### config.mk
export PLATFORM = sky130hd
export DESIGN_NAME = alu_issue_ctrl
export DESIGN_NICKNAME = d
export VERILOG_FILES = /design/src/rtl/alu_pkg.sv /design/src/rtl/alu_issue_ctrl_decoder.sv /design/src/rtl/alu_issue_ctrl.sv
export SDC_FILE = /design/constraint.sdc
export NUM_CORES = 1
export LEC_CHECK = 0
export CAP_MARGIN = 20
export CORE_MARGIN = 1.5
export CORE_UTILIZATION = 30
export CTS_BUF_LIST = sky130_fd_sc_hd__clkbuf_4 sky130_fd_sc_hd__clkbuf_8
export DETAILED_ROUTE_END_ITERATION = 6
export HOLD_SLACK_MARGIN = 0.1
export PLACE_DENSITY = 0.7
export SLEW_MARGIN = 20
export SYNTH_ARGS = -nofsm -noshare
export SYNTH_HDL_FRONTEND = slang
export SYNTH_SLANG_ARGS = --single-unit
### constraint.sdc
create_clock -name clk -period 2.4 [get_ports clk]
set_input_delay 0.48 -clock clk [delete_from_list [all_inputs] [get_ports clk]]
set_output_delay 0.48 -clock clk [all_outputs]
set_load 0.02 [all_outputs]
### src/rtl/alu_pkg.sv
// Shared definitions for the ALU issue controller: widths, opcodes, ALU selects
// and the controller FSM encoding.
package alu_pkg;

    localparam int DATA_W = 18;
    localparam int REG_AW = 4;
    localparam int IMM_W  = 6;
    localparam int OPC_W  = 4;

    localparam logic [OPC_W-1:0] OPC_ADD  = 4'b0000;
    localparam logic [OPC_W-1:0] OPC_ADDI = 4'b0001;
    localparam logic [OPC_W-1:0] OPC_AND  = 4'b0010;
    localparam logic [OPC_W-1:0] OPC_ANDI = 4'b0011;
    localparam logic [OPC_W-1:0] OPC_OR   = 4'b0100;
    localparam logic [OPC_W-1:0] OPC_ORI  = 4'b0101;
    localparam logic [OPC_W-1:0] OPC_XOR  = 4'b0110;
    localparam logic [OPC_W-1:0] OPC_XORI = 4'b0111;

    localparam logic [1:0] ALU_ADD = 2'b00;
    localparam logic [1:0] ALU_AND = 2'b01;
    localparam logic [1:0] ALU_OR  = 2'b10;
    localparam logic [1:0] ALU_XOR = 2'b11;

    typedef enum logic [2:0] {
        ST_IDLE = 3'd0,
        ST_READ = 3'd1,
        ST_EXEC = 3'd2,
        ST_WB   = 3'd3,
        ST_ERR  = 3'd4
    } state_t;

endpackage

### src/rtl/alu_issue_ctrl_decoder.sv
// Purely combinational field extraction for one instruction word.
module instr_decoder
    import alu_pkg::*;
(
    input  logic [DATA_W-1:0] instr,
    output logic [REG_AW-1:0] dst,
    output logic [REG_AW-1:0] src1,
    output logic [REG_AW-1:0] src2,
    output logic [DATA_W-1:0] imm_ext,
    output logic [1:0]        alu_op,
    output logic              is_imm,
    output logic              illegal
);

    logic [OPC_W-1:0] w_opc;

    assign w_opc   = instr[DATA_W-1 -: OPC_W];
    assign dst     = instr[13:10];
    assign src1    = instr[9:6];
    assign src2    = instr[5:2];
    // Immediate is two's complement; replicate bit 5 across the upper bits.
    assign imm_ext = {{(DATA_W-IMM_W){instr[IMM_W-1]}}, instr[IMM_W-1:0]};
    assign alu_op  = w_opc[2:1];
    assign is_imm  = w_opc[0];
    assign illegal = w_opc[3];

endmodule

### src/rtl/alu_issue_ctrl.sv
// Issue/execute controller: accepts an instruction, reads the register file,
// drives the ALU, and writes the registered result back four cycles per instruction.
module alu_issue_ctrl
    import alu_pkg::*;
(
    input  logic              clk,
    input  logic              rst_n,
    input  logic              instr_valid,
    output logic              instr_ready,
    input  logic [DATA_W-1:0] instr,
    output logic [REG_AW-1:0] rf_raddr1,
    output logic [REG_AW-1:0] rf_raddr2,
    input  logic [DATA_W-1:0] rf_rdata1,
    input  logic [DATA_W-1:0] rf_rdata2,
    output logic              rf_we,
    output logic [REG_AW-1:0] rf_waddr,
    output logic [DATA_W-1:0] rf_wdata,
    output logic [DATA_W-1:0] alu_a,
    output logic [DATA_W-1:0] alu_b,
    output logic [1:0]        alu_op,
    input  logic [DATA_W-1:0] alu_result,
    output logic              done,
    output logic              err
);

    state_t            r_state;
    state_t            w_next;
    logic              r_ready_en;
    logic [REG_AW-1:0] r_dst;
    logic [REG_AW-1:0] r_src1;
    logic [REG_AW-1:0] r_src2;
    logic [DATA_W-1:0] r_imm_ext;
    logic [1:0]        r_alu_op;
    logic              r_is_imm;
    logic [DATA_W-1:0] r_result;

    logic [REG_AW-1:0] w_dec_dst;
    logic [REG_AW-1:0] w_dec_src1;
    logic [REG_AW-1:0] w_dec_src2;
    logic [DATA_W-1:0] w_dec_imm_ext;
    logic [1:0]        w_dec_alu_op;
    logic              w_dec_is_imm;
    logic              w_dec_illegal;
    logic              w_accept;

    instr_decoder u_decoder (
        .instr   (instr),
        .dst     (w_dec_dst),
        .src1    (w_dec_src1),
        .src2    (w_dec_src2),
        .imm_ext (w_dec_imm_ext),
        .alu_op  (w_dec_alu_op),
        .is_imm  (w_dec_is_imm),
        .illegal (w_dec_illegal)
    );

    // r_ready_en keeps instr_ready low while reset is held and rises on the first edge after release.
    assign w_accept = instr_valid && r_ready_en && (r_state == ST_IDLE);

    // NOTE: sequential state uses non-blocking assignments so every flop samples pre-edge values.
    always_ff @(posedge clk or negedge rst_n) begin
        if (!rst_n) begin
            r_state    <= ST_IDLE;
            r_ready_en <= 1'b0;
        end else begin
            r_state    <= w_next;
            r_ready_en <= 1'b1;
        end
    end

    always_ff @(posedge clk or negedge rst_n) begin
        if (!rst_n) begin
            r_dst     <= '0;
            r_src1    <= '0;
            r_src2    <= '0;
            r_imm_ext <= '0;
            r_alu_op  <= '0;
            r_is_imm  <= 1'b0;
            r_result  <= '0;
        end else begin
            if (w_accept) begin
                r_dst     <= w_dec_dst;
                r_src1    <= w_dec_src1;
                r_src2    <= w_dec_src2;
                r_imm_ext <= w_dec_imm_ext;
                r_alu_op  <= w_dec_alu_op;
                r_is_imm  <= w_dec_is_imm;
            end
            if (r_state == ST_EXEC) begin
                r_result <= alu_result;
            end
        end
    end

    // NOTE: every output gets a default before the case so no path infers a latch.
    always_comb begin
        w_next      = r_state;
        instr_ready = 1'b0;
        rf_raddr1   = '0;
        rf_raddr2   = '0;
        rf_we       = 1'b0;
        rf_waddr    = '0;
        rf_wdata    = '0;
        alu_a       = '0;
        alu_b       = '0;
        alu_op      = '0;
        done        = 1'b0;
        err         = 1'b0;
        case (r_state)
            ST_IDLE: begin
                instr_ready = r_ready_en;
                if (w_accept) begin
                    w_next = w_dec_illegal ? ST_ERR : ST_READ;
                end
            end
            ST_READ: begin
                rf_raddr1 = r_src1;
                rf_raddr2 = r_src2;
                w_next    = ST_EXEC;
            end
            ST_EXEC: begin
                alu_a  = rf_rdata1;
                alu_b  = r_is_imm ? r_imm_ext : rf_rdata2;
                alu_op = r_alu_op;
                w_next = ST_WB;
            end
            ST_WB: begin
                rf_we    = 1'b1;
                rf_waddr = r_dst;
                rf_wdata = r_result;
                done     = 1'b1;
                w_next   = ST_IDLE;
            end
            ST_ERR: begin
                err    = 1'b1;
                w_next = ST_IDLE;
            end
            default: w_next = ST_IDLE;
        endcase
    end

endmodule

; ---- Yosys cells after proc, flatten, opt, wreduce, memory -nomap -nowiden
; Index checks and enable logic that the tools add are counted.
[totals]
ff_bits = 43
out_inout_bits = 72
elab_cells = 31
[classes]
n_eq_ne = 5
mux = 14
reduce_logical = 3
[ops]
columns = operator, n
row1 = $mux 18, 4
row2 = $mux 4, 3
row3 = $pmux 3 s3, 1
row4 = $eq 3x2->1 const B, 2
row5 = $mux 3, 2
row6 = $eq 3x1->1 const B, 1
row7 = $eq 3x3->1 const B, 1
row8 = $logic_not 3->1, 1
row9 = $mux 1, 3
row10 = $logic_and 1x1->1, 2
row11 = $mux 2, 1
row12 = $ne 2x2->1 const B, 1

; ---- Logic depth before layout (Yosys ltp)
; Gate-level depths: netlist of run 1.
[logic_depth]
depth_word = 4
mapped_depth = 5

; ---- By module
; A second synthesis of run 1 with hierarchy kept.
[unflattened]
cells_unflattened = 256
hier_area_um2 = 3079.2
[by_module_without_submodules]
columns = mod, instances, cells_each, area_per_inst_um2
row1 = alu_issue_ctrl, 1, 222, 2824.0
row2 = instr_decoder, 1, 34, 255.2

; ---- Worst setup path before layout of run 1
; No wires, ideal clock.
[synth_timing]
path_type = register to output
from = register r_state[0]
to = output alu_b[12]
arrival_time_ns = 1.397
required_time_ns = 1.920
slack_ns = 0.523
stages_incl_launch_ff = 5
cell_sequence = dfrtp_1 nor2_1 nand2_1 clkbuf_1 a21oi_1
[synth_between]
elab_chain_cells = 2
[synth_rtl]
columns = element, line
row1 = from (decl), alu_issue_ctrl.sv:26  ; state_t r_state;
row2 = from (signal assigned), alu_issue_ctrl.sv:66  ; r_state <= w_next;
row3 = $eq 3x2->1, alu_issue_ctrl.sv:109  ; case (r_state)
row4 = $mux 18, alu_issue_ctrl.sv:109
row5 = to (decl), alu_issue_ctrl.sv:19  ; output logic [DATA_W-1:0] alu_b,
; No other way between the ends.

; ---- Final worst setup path of run 1
[layout_timing]
from = register r_state[2]
to = output rf_we
[layout_between]
elab_chain_cells = 2
[layout_rtl]
columns = element, line
row1 = $eq 3x2->1, alu_issue_ctrl.sv:109
row2 = $mux 1, alu_issue_ctrl.sv:109
row3 = to (decl), alu_issue_ctrl.sv:15  ; output logic rf_we,
; No other way between the ends.

==> metrics.txt, run 1 <==
Tcrit/Tclk final 94.74%; Detailed Route WL 5995 µm; Synth Instances 190; die area 7596 µm²; diodes inserted 0; Post-Syn Nets 265; most frequent cells in the layout clkdlybuf4s50_1 (76), dlygate4sd2_1 (51), dfrtp_1 (36); Starting Density 31.10%; clock latency on the worst-skew pair 0.29 ns; nets 414; Worst R2R End r_result[17]; total gr overflow 0; global-route wire length before repair 8949 µm; setup TNS 0 ns; Via Count 1,946; CTS sink count 39; Total GRT Usage 14.97%; Synth Cell Area 2125 µm²; Max Fclk 439.8 MHz; Worst Skew 0.007562 ns; YS warnings 0; area of the core 6832 µm²; internal reg-to-reg setup slack 0.67 ns; area taken by flip-flops and latches 979.7 µm²; post-DP HPWL 4538 µm; critical-path maximum fanout 24; WHS 0.1235 ns; DRC 0; commonest non-fill, non-tap cell in the layout clkdlybuf4s50_1; PortBufs 146; drt wl/cell 13.75 µm; num ports 147; Max-cap violations 0; syn avg cell area 11.18 µm²; Worst EP arrival 1.79 ns; register area share after synthesis 45.94%; largest net degree at the start of global routing 25; # hold bufs at CTS 0; antenna violations before repair 0; Max Transition Viols Final 0; flops & latches, synth 39; final setup violation count 0; Clock Pin Slew Worst Setup and Hold Paths 0.08 ns; Vias/cell 4.463; WS Path Type reg2out; vias in the first global route 1,873; RSZ-0062 raised after global routing false; CTS H-tree lvls 2; post-route ant nets 0; CP required 1.92 ns; R2R depth 5; multi-input combinational cell area 1061 µm²; Critical R2R Launch r_state[0]; VDD IR-drop max 0.3864 mV; die height 87.16 µm; layout cells sized above 1 15.00%; clock buffer count from CTS 5; pwr/cell area 1037 nW/µm²; Critical Path Source Type flip-flop; Layout area overhead 79.33%; Initial DRC Count 54; Final Hold Violating Endpoints 0; Pleak 2.118 nW; drt pass-1 iters 4; unique cell type count in the Yosys netlist 21; status finished, final reports clean; Rows 30; die width 87.16 µm; RD Place Congestion 0.7306; worst hold path type in2async; CTS tree done; CTS max path bufs 2; Root Buffer clkbuf_8; Final min period 2.274 ns; Critical Path End Type output port; Fillers 633
worst max path at each step:
stage                     cells after the start  slack (ns)        end       start
after floorplan                               4        0.52  alu_b[12]  r_state[0]
after global placement                        3        0.16  alu_b[10]    r_is_imm
after detailed placement                      3        0.08  alu_b[16]    r_is_imm
after CTS                                     4       0.002  alu_a[13]  r_state[0]
after global routing                          3        0.05       done  r_state[2]
final                                         3        0.13      rf_we  r_state[2]
where the power goes:
part / switching [W] / leakage (nW) / internal [W] / total, W
clock network: 0.000237 / 0.0581 / 0.000310 / 0.000547
registers: 0.000206 / 0.460 / 0.000985 / 0.00119
logic: 0.00108 / 1.60 / 0.00114 / 0.00221
state kept, by name (all words and copies together), names as in the netlist:
name,flops
r_is_imm,1
r_ready_en,1
r_src2,4
r_state,3
r_dst,4
r_imm_ext,2
r_src1,4
r_result,18
r_alu_op,2
worst max-delay path, stage by stage (launching register included):
cell and delay [ns]:
dfrtp_1 0.45, and3b_1 0.29, buf_12 0.16, clkdlybuf4s50_1 0.61
cells by family (layout without fill, tap and decap cells):
| logic type | Yosys count | after routing | synth area share [%] |
|---|---|---|---|
| other | 1 | 1 | 0.1765 |
| and+or+nand+nor | 81 | 81 | 23.73 |
| buffers and inverters | 15 | 165 | 4.240 |
| DFF | 39 | 39 | 45.94 |
| AOI/OAI and AO/OA | 14 | 14 | 3.416 |
| muxes | 40 | 40 | 22.50 |
cells in the mapped netlist (all sizes together):
library cell   n  area, µm²
mux2          35      427.9
mux2i          5      50.05
and2          32      200.2
nor4           1      21.27
buf            5      52.55
clkbuf        10      37.54
dfrtp         39      975.9
nand2          3      11.26
and3b          1      8.760
nand2b        13      81.33
a21oi         13      65.06
conb           1      3.750
or2            1      6.260
nor4b          1      8.760
nor3b          2      15.01
o21a           1      7.510
and3          20      125.1
nor2           7      26.28
through the flow:
step / area (µm²) / setup WS (ns) / power [W] / util [%] / instances
floorplan: 2125 / 0.5234 / 0.002602 / - / 190
global placement: 3706 / 0.1553 / 0.003570 / 54.25 / 428
detailed placement: 3706 / 0.08417 / 0.003620 / 54.25 / 428
CTS: 3760 / 0.001521 / 0.004019 / 55.04 / 436
global route: 3810 / 0.04558 / 0.004218 / 55.77 / 436
finish: 3810 / 0.1263 / 0.003951 / 55.77 / 436
layout make-up:
cell class / instances / area share, %
sequential: 39 / 25.71
clock inverter: 3 / 1.149
timing repair buffer: 157 / 40.33
clock buffer: 5 / 1.806
tap: 96 / 3.153
multi-input combinational: 136 / 27.85
repair_timing:
action | in CTS | in global routing
buffers inserted | 0 | 0
resized for setup | 54 | 20
gates cloned | 0 | 0
setup endpoints to repair | 55 | 18
layer usage:
layer / global-route usage, % / vias to the layer above / wire, µm
li1: - / 937 / -
met1: 17.72 / 921 / 2442
met2: 26.92 / 81 / 3031
met3: 4.645 / 7 / 477
met4: 2.597 / 0 / 42
met5: 0 / - / 0
(Power assumes the default switching activity.)
==> run 2: changes to the inputs <==
--- a/config.mk
+++ b/config.mk
@@ -5,7 +5,7 @@
 export SDC_FILE = /design/constraint.sdc
 export NUM_CORES = 1
 export LEC_CHECK = 0
-export CAP_MARGIN = 20
+export CAP_MARGIN = 10
 export CORE_MARGIN = 1.5
 export CORE_UTILIZATION = 30
 export CTS_BUF_LIST = sky130_fd_sc_hd__clkbuf_4 sky130_fd_sc_hd__clkbuf_8
==> constraint.sdc (replaced) <==
create_clock -name clk -period 2.4 [get_ports clk]
set_input_delay 0.36 -clock clk [delete_from_list [all_inputs] [get_ports clk]]
set_output_delay 0.36 -clock clk [all_outputs]
set_load 0.02 [all_outputs]
==> run 2 against run 1 <==
Effect of this change: worst hold slack better by 0.061 ns; combinational power up 11%; cell area up 0.20%; routed wire length down 5.8%; clock skew down 0.0011 ns; register-to-register slack worse by 0.13 ns; cell count down 0.46%; largest cell class unchanged; highest routed layer unchanged.
==> metrics.txt, run 2 (synthesis results as in run 1) <==
status finished, final reports clean; Via Count 1,905 (-2.1%); most frequent cells in the layout clkdlybuf4s50_1 (144), dfrtp_1 (39), and2_1 (32); RSZ-0062 raised after global routing true; worst hold path type in2async; Total GRT Usage 14.59% (-0.38 points); WS Path Type reg2out; CTS tree done; post-route ant nets 0 (unchanged); Tot Pwr 0.004142 W (+4.8%); critical-path maximum fanout 18 (-25%); Max Transition Viols Final 0 (unchanged); sequential power share 27.4% (-2.8 points); RD Place Congestion 0.6698 (-8.3%); Post-CTS Resized 1 (-98%); Critical Path Source Type flip-flop; max reg flops 18 (unchanged); Max-cap violations 0 (unchanged); post-place setup slack 0.2180 ns (+0.1338 ns); layout cells sized above 1 13.61% (-1.4 points); num ports 147 (unchanged); M3 GR Usage 3.602% (-1.0 points); Critical Path End Type output port; drt wl/cell 13.01 µm (-5.4%); Rows 30 (unchanged); Clock Pin Slew Worst Setup and Hold Paths 0.08 ns (about the same); # hold bufs at CTS 0 (unchanged); die width 87.16 µm (unchanged); Layout area overhead 79.68%; clock buffer count from CTS 5 (unchanged); Clk pwr share 13.5% (-0.3 points); Tcrit/Tclk final 97.09% (+2.4 points); CTS H-tree lvls 2 (unchanged); CTS sink count 39 (unchanged); Pleak 1.620 nW (-24%); Relative slew margins 42.47%; Root Buffer clkbuf_8; worst slew pin tran 0.8630 ns; combinational share of power 59.1% (+3.1 points); die height 87.16 µm (unchanged); GR peak layer met2; largest net degree at the start of global routing 40 (+60%); pwr/cell area 1085 nW/µm² (+4.6%); CTS max path bufs 2 (unchanged); die area 7596 µm² (unchanged); DRC 0 (unchanged); Final Hold Violating Endpoints 0 (unchanged); R2R depth 5 (unchanged); drt pass-1 iters 4 (unchanged); post-DP HPWL 4281 µm (-5.7%); Final min period 2.330 ns (+0.05657 ns); switching power 0.001503 W (-1.1%); post-CTS setup buffer count 0 (unchanged); Top reg by flops r_result; sw frac 36.28% (-2.2 points); global-route wire length before repair 8838 µm (-1.2%); Initial DRC Count 77 (+43%); clock latency on the worst-skew pair 0.28 ns (about the same); nets 412 (-0.48%); Starting Density 31.10% (unchanged); final setup violation count 0 (unchanged); Fillers 617 (-2.5%); total gr overflow 0 (unchanged); Worst Skew 0.006509 ns (-0.001053 ns); commonest non-fill, non-tap cell in the layout clkdlybuf4s50_1; Worst EP arrival 1.97 ns (+0.18 ns); GRT met2 Usage 26.36% (-0.56 points); PortBufs 146 (unchanged); final worst setup slack 0.06975 ns (-0.05657 ns); Vias/cell 4.389 (-1.7%); VDD IR-drop max 0.4132 mV (+6.9%); vias in the first global route 1,939 (+3.5%); CP required 2.04 ns (+0.12 ns); area of the core 6832 µm² (unchanged); GR Util met1 17.62% (-0.10 points); Internal Pwr Total 0.002639 W (+8.5%); diodes inserted 0 (unchanged); Max Fclk 429.1 MHz (-2.4%); Detailed Route WL 5646 µm (-5.8%); antenna violations before repair 0 (unchanged)
run 2: cell types whose count changed in the layout (fill, tap and decap cells not counted), sizes merged:
cell	change
buf	-2
clkinv	-1
dlymetal6s2s	-17
clkdlybuf4s50	+68
clkbuf	+1
dlygate4sd2	-51
run 2: layout make-up:
type / instances / area, µm² / share of cell area, %
repair buffers: 155 / 1543 / 40.41
clock inverters: 2 / 35.03 / 0.9177
flip-flops and latches: 39 / 975.9 / 25.57
well taps: 96 / 120.1 / 3.147
clock buffers: 6 / 82.58 / 2.163
multi-input cells: 136 / 1061 / 27.79
run 2: metal layers:
metal / up-vias / share of wire, %
li1: 931 / -
met1: 891 / 43
met2: 79 / 50
met3: 4 / 6.9
met4: 0 / 0.87
met5: - / 0
run 2: worst paths after layout:
path	slack [ns]	end	from
max	0.07	alu_b[8]	r_state[2]
min	0.18	r_result[9]	rst_n
max reg2reg	0.54	r_result[6]	r_state[2]
min reg2reg	0.49	r_result[8]	r_result[8]
max in group asynchronous	1.68	r_ready_en	rst_n
min in group clk	0.49	r_result[8]	r_result[8]
run 2: metrics by stage:
step	util (%)	instances	hold slack [ns]	area (µm²)	TNS, ns
after floorplan	-	190	0.06441	2125	0
after global placement	54.03	426	0.4580	3691	0
after detailed placement	54.03	426	0.4709	3691	0
after CTS	55.79	434	0.2126	3811	0
after global routing	55.88	434	0.2588	3817	-0.1203
final	55.88	434	0.1850	3817	0
run 2: worst max-delay path: stages (launching register included):
cell	delay [ns]
dfrtp_1	0.45
nor2_1	0.17
nand2_2	0.24
a21oi_1	0.20
clkdlybuf4s50_1	0.63
run 2: power groups by stage:
stage	Combinational [W]	Clock, W	Sequential [W]
after global routing	0.00263	0.000608	0.00118
final	0.00245	0.000561	0.00113
after floorplan	0.00150	0	0.00110
after global placement	0.00243	0	0.00113
after CTS	0.00248	0.000582	0.00114
after detailed placement	0.00246	0	0.00115
==> run 3: changes to the inputs <==
--- a/config.mk
+++ b/config.mk
@@ -9,10 +9,11 @@
 export CORE_MARGIN = 1.5
 export CORE_UTILIZATION = 30
 export CTS_BUF_LIST = sky130_fd_sc_hd__clkbuf_4 sky130_fd_sc_hd__clkbuf_8
+export CTS_CLUSTER_SIZE = 28
 export DETAILED_ROUTE_END_ITERATION = 6
 export HOLD_SLACK_MARGIN = 0.1
-export PLACE_DENSITY = 0.7
 export SLEW_MARGIN = 20
 export SYNTH_ARGS = -nofsm -noshare
 export SYNTH_HDL_FRONTEND = slang
+export SYNTH_HIERARCHICAL = 1
 export SYNTH_SLANG_ARGS = --single-unit
==> run 3 against run 2 <==
Effect of this change: clock power is 6.1% higher; critical path depth stayed put; combinational power is 13% higher; critical endpoint is now alu_a[6]; non-clock buffer count is 1 higher; critical path type unchanged; clock skew is 0.0027 ns lower; sequential share of layout area is 4.1 points higher; cell count is 16% higher; die area is 43% higher.
==> metrics.txt, run 3 <==
largest net degree at the start of global routing 31 (-23%); worst hold path depth 1; total gr overflow 0 (unchanged); Synth Instances 256 (+35%); Rows 36 (+20%); top cells by area, synth dfrtp_1 (45%), mux2_4 (14%), buf_4 (8.5%); Final Hold Violating Endpoints 0 (unchanged); status finished, final reports clean; commonest non-fill, non-tap cell in the layout clkdlybuf4s50_1; post-route ant nets 0 (unchanged); VDD IR-drop max 0.4451 mV (+7.7%); CTS max path bufs 2 (unchanged); max layer used met4; R2R depth 5 (unchanged); Post-Syn Nets 331 (+25%); Fillers 871 (+41%); pwr/cell area 1085 nW/µm² (about the same); Worst EP arrival 1.95 ns (-0.02 ns); vias in the first global route 2,151 (+11%); Regs by FF count r_imm_ext: 18 flops, r_result: 18 flops; global-route wire length before repair 11,350 µm (+28%); PortBufs 146 (unchanged); M1 WL 3330 µm (+39%); critical-path maximum fanout 22 (+4); Synth Cell Area 3079 µm² (+45%); DRC 0 (unchanged); list of most frequent post-synthesis cells dfrtp_1 (55), buf_4 (35), and2_1 (32), mux2_4 (29); Vias/cell 4.271 (-2.7%); drt wl/cell 14.17 µm (+8.9%); post-DP HPWL 5205 µm (+22%); worst slew pin tran 0.6262 ns (-0.2368 ns); wire length on met2 3239 µm (+16%); RD Place Congestion 0.7196 (+7.4%); Cell Chain, Critical Path nor2_2 > buf_6 > and3_1 > clkdlybuf4s50_1; Final min period 2.314 ns (-0.01594 ns); Total GRT Usage 12.91% (-1.7 points); count leader, synth dfrtp_1; YS warnings 6 (+6); slowest CP cell clkdlybuf4s50_1; Layout area overhead 51.16%; Worst Skew 0.003765 ns (-0.002744 ns); Via Count 2,144 (+13%); antenna violations before repair 0 (unchanged); syn avg cell area 12.03 µm² (+7.6%); Max Transition Viols Final 0 (unchanged); clock buffer count from CTS 5 (unchanged); die height 104.3 µm (+20%); Clock Pin Slew Worst Setup and Hold Paths 0.09 ns (about the same); flops & latches, synth 55 (+41%); RSZ-0062 raised after global routing false; Post-synth EDFFs 0 (unchanged); setup TNS 0 ns (unchanged); Detailed Route WL 7113 µm (+26%); area leader, netlist dfrtp_1; Primary FF master, synth dfrtp_1; die width 104.3 µm (+20%); CTS H-tree lvls 2 (unchanged); nets 444 (+7.8%); Max Fclk 432.1 MHz (+0.69%); drt pass-1 iters 4 (unchanged); CTS tree done; CP required 2.04 ns (about the same); internal reg-to-reg setup slack 0.59 ns (+0.05 ns); die area 10,880 µm² (+43%); unique cell type count in the Yosys netlist 20 (-4.8%); area taken by flip-flops and latches 1380 µm² (+41%); Hold Path Origin r_imm_ext[0]; WL met3 501 µm (+28%); most frequent cells in the layout clkdlybuf4s50_1 (112), dfrtp_1 (52), dlymetal6s2s_1 (33); Worst Hold End r_imm_ext[0]; area of the core 9864 µm² (+44%); Initial DRC Count 48 (-38%); Critical Path End Type output port; Async SR Flop Fraction 100.0% (unchanged); Pleak 2.540 nW (+57%); multi-input combinational cell area 1353 µm² (+27%); Relative slew margins 58.26% (+16 points); slowest stage delay, CP 0.61 ns (-0.02 ns); Starting Density 31.22% (+0.12 points); Critical Path Source Type flip-flop; Yosys top cell area share 44.70% (-1.2 points); register area share after synthesis 44.70% (-1.2 points); clock latency on the worst-skew pair 0.30 ns (+0.02 ns); Final Core Density 47.18% (-8.7 points); Max-cap violations 0 (unchanged); Worst R2R End r_result[4]; diodes inserted 0 (unchanged); layout cells sized above 1 17.89% (+4.3 points); CTS sink count 55 (+41%); Tcrit/Tclk final 96.43% (-0.66 points); Root Buffer clkbuf_8; num ports 147 (unchanged); WS Path Type reg2out; Critical R2R Launch r_state[2]; worst hold path type reg2reg; final setup violation count 0 (unchanged)
==> run 3: changes by cell type after synthesis, sizes merged <==
cell	previous run	this run
buf	5	43
dfrtp	39	55
mux2i	5	18
mux2	35	51
nor2	7	20
a21oi	13	0
nand2	3	2
nand2b	13	0
clkbuf	10	7
==> run 3: worst max path at each step <==
| stage | startpoint | endpoint | slack, ns |
|---|---|---|---|
| 2_1_floorplan | r_state[2] | alu_b[10] | 0.68 |
| 3_3_place_gp | r_state[2] | alu_b[0] | 0.29 |
| 3_5_place_dp | r_state[2] | alu_b[12] | 0.19 |
| 4_1_cts | r_state[2] | rf_waddr[0] | 0.002 |
| 5_1_grt | r_state[2] | alu_a[0] | 0.00009 |
| 6_report | r_state[2] | alu_a[6] | 0.09 |
==> run 3: cell families (layout without fill, tap and decap cells) <==
kind of cell | Yosys count | count (layout) | synth area share (%)
flops | 55 | 55 | 44.70
mux | 69 | 69 | 28.04
simple gates | 80 | 80 | 15.20
compound gates | 1 | 1 | 0.2439
other cells | 1 | 1 | 0.1218
buf+inv | 50 | 163 | 11.70
==> run 3: worst max-delay path, delay by kind of cell, from the launching register on <==
kind / cells / cell delay (ns)
buf+inv: 2 / 0.81
flops: 1 / 0.47
simple gates: 2 / 0.37
==> run 3: report_power, final <==
part | internal (W) | switching, W | leakage [nW] | total, W
logic | 0.00157 | 0.00121 | 1.84 | 0.00278
registers | 0.00139 | 0.000283 | 0.649 | 0.00167
clock network | 0.000317 | 0.000277 | 0.0547 | 0.000595
==> run 3: cell type report <==
cell class	count	area share, %
timing repair buffer	156	35.43
sequential	55	29.65
multi-input combinational	151	29.06
tap	133	3.575
clock buffer	6	1.640
clock inverter	1	0.6452
==> run 3: layer usage <==
metal  GRT usage (%)  vias up
li1                -     1048
met1           17.02     1005
met2           20.86       87
met3           3.509        4
met4           3.274        0
met5               0        -
==> run 3: timing repair <==
action,in CTS,in global routing
setup buffers,0,0
hold buffers,1,0
gates resized for setup,2,39
setup endpoints to repair,39,61
pin swaps,0,0
hold endpoints to repair,25,0
==> run 3: through the flow <==
| step | setup WS [ns] | instances | total power (W) | hold slack (ns) | instance area (µm²) |
|---|---|---|---|---|---|
| after floorplan | 0.6805 | 256 | 0.003446 | 0.06441 | 3079 |
| after global placement | 0.2891 | 494 | 0.004456 | 0.4219 | 4434 |
| after detailed placement | 0.1903 | 494 | 0.004489 | 0.4212 | 4434 |
| after CTS | 0.001829 | 502 | 0.005130 | 0.5070 | 4554 |
| after global routing | 0.00009304 | 502 | 0.005389 | 0.5222 | 4654 |
| final | 0.08568 | 502 | 0.005051 | 0.5022 | 4654 |
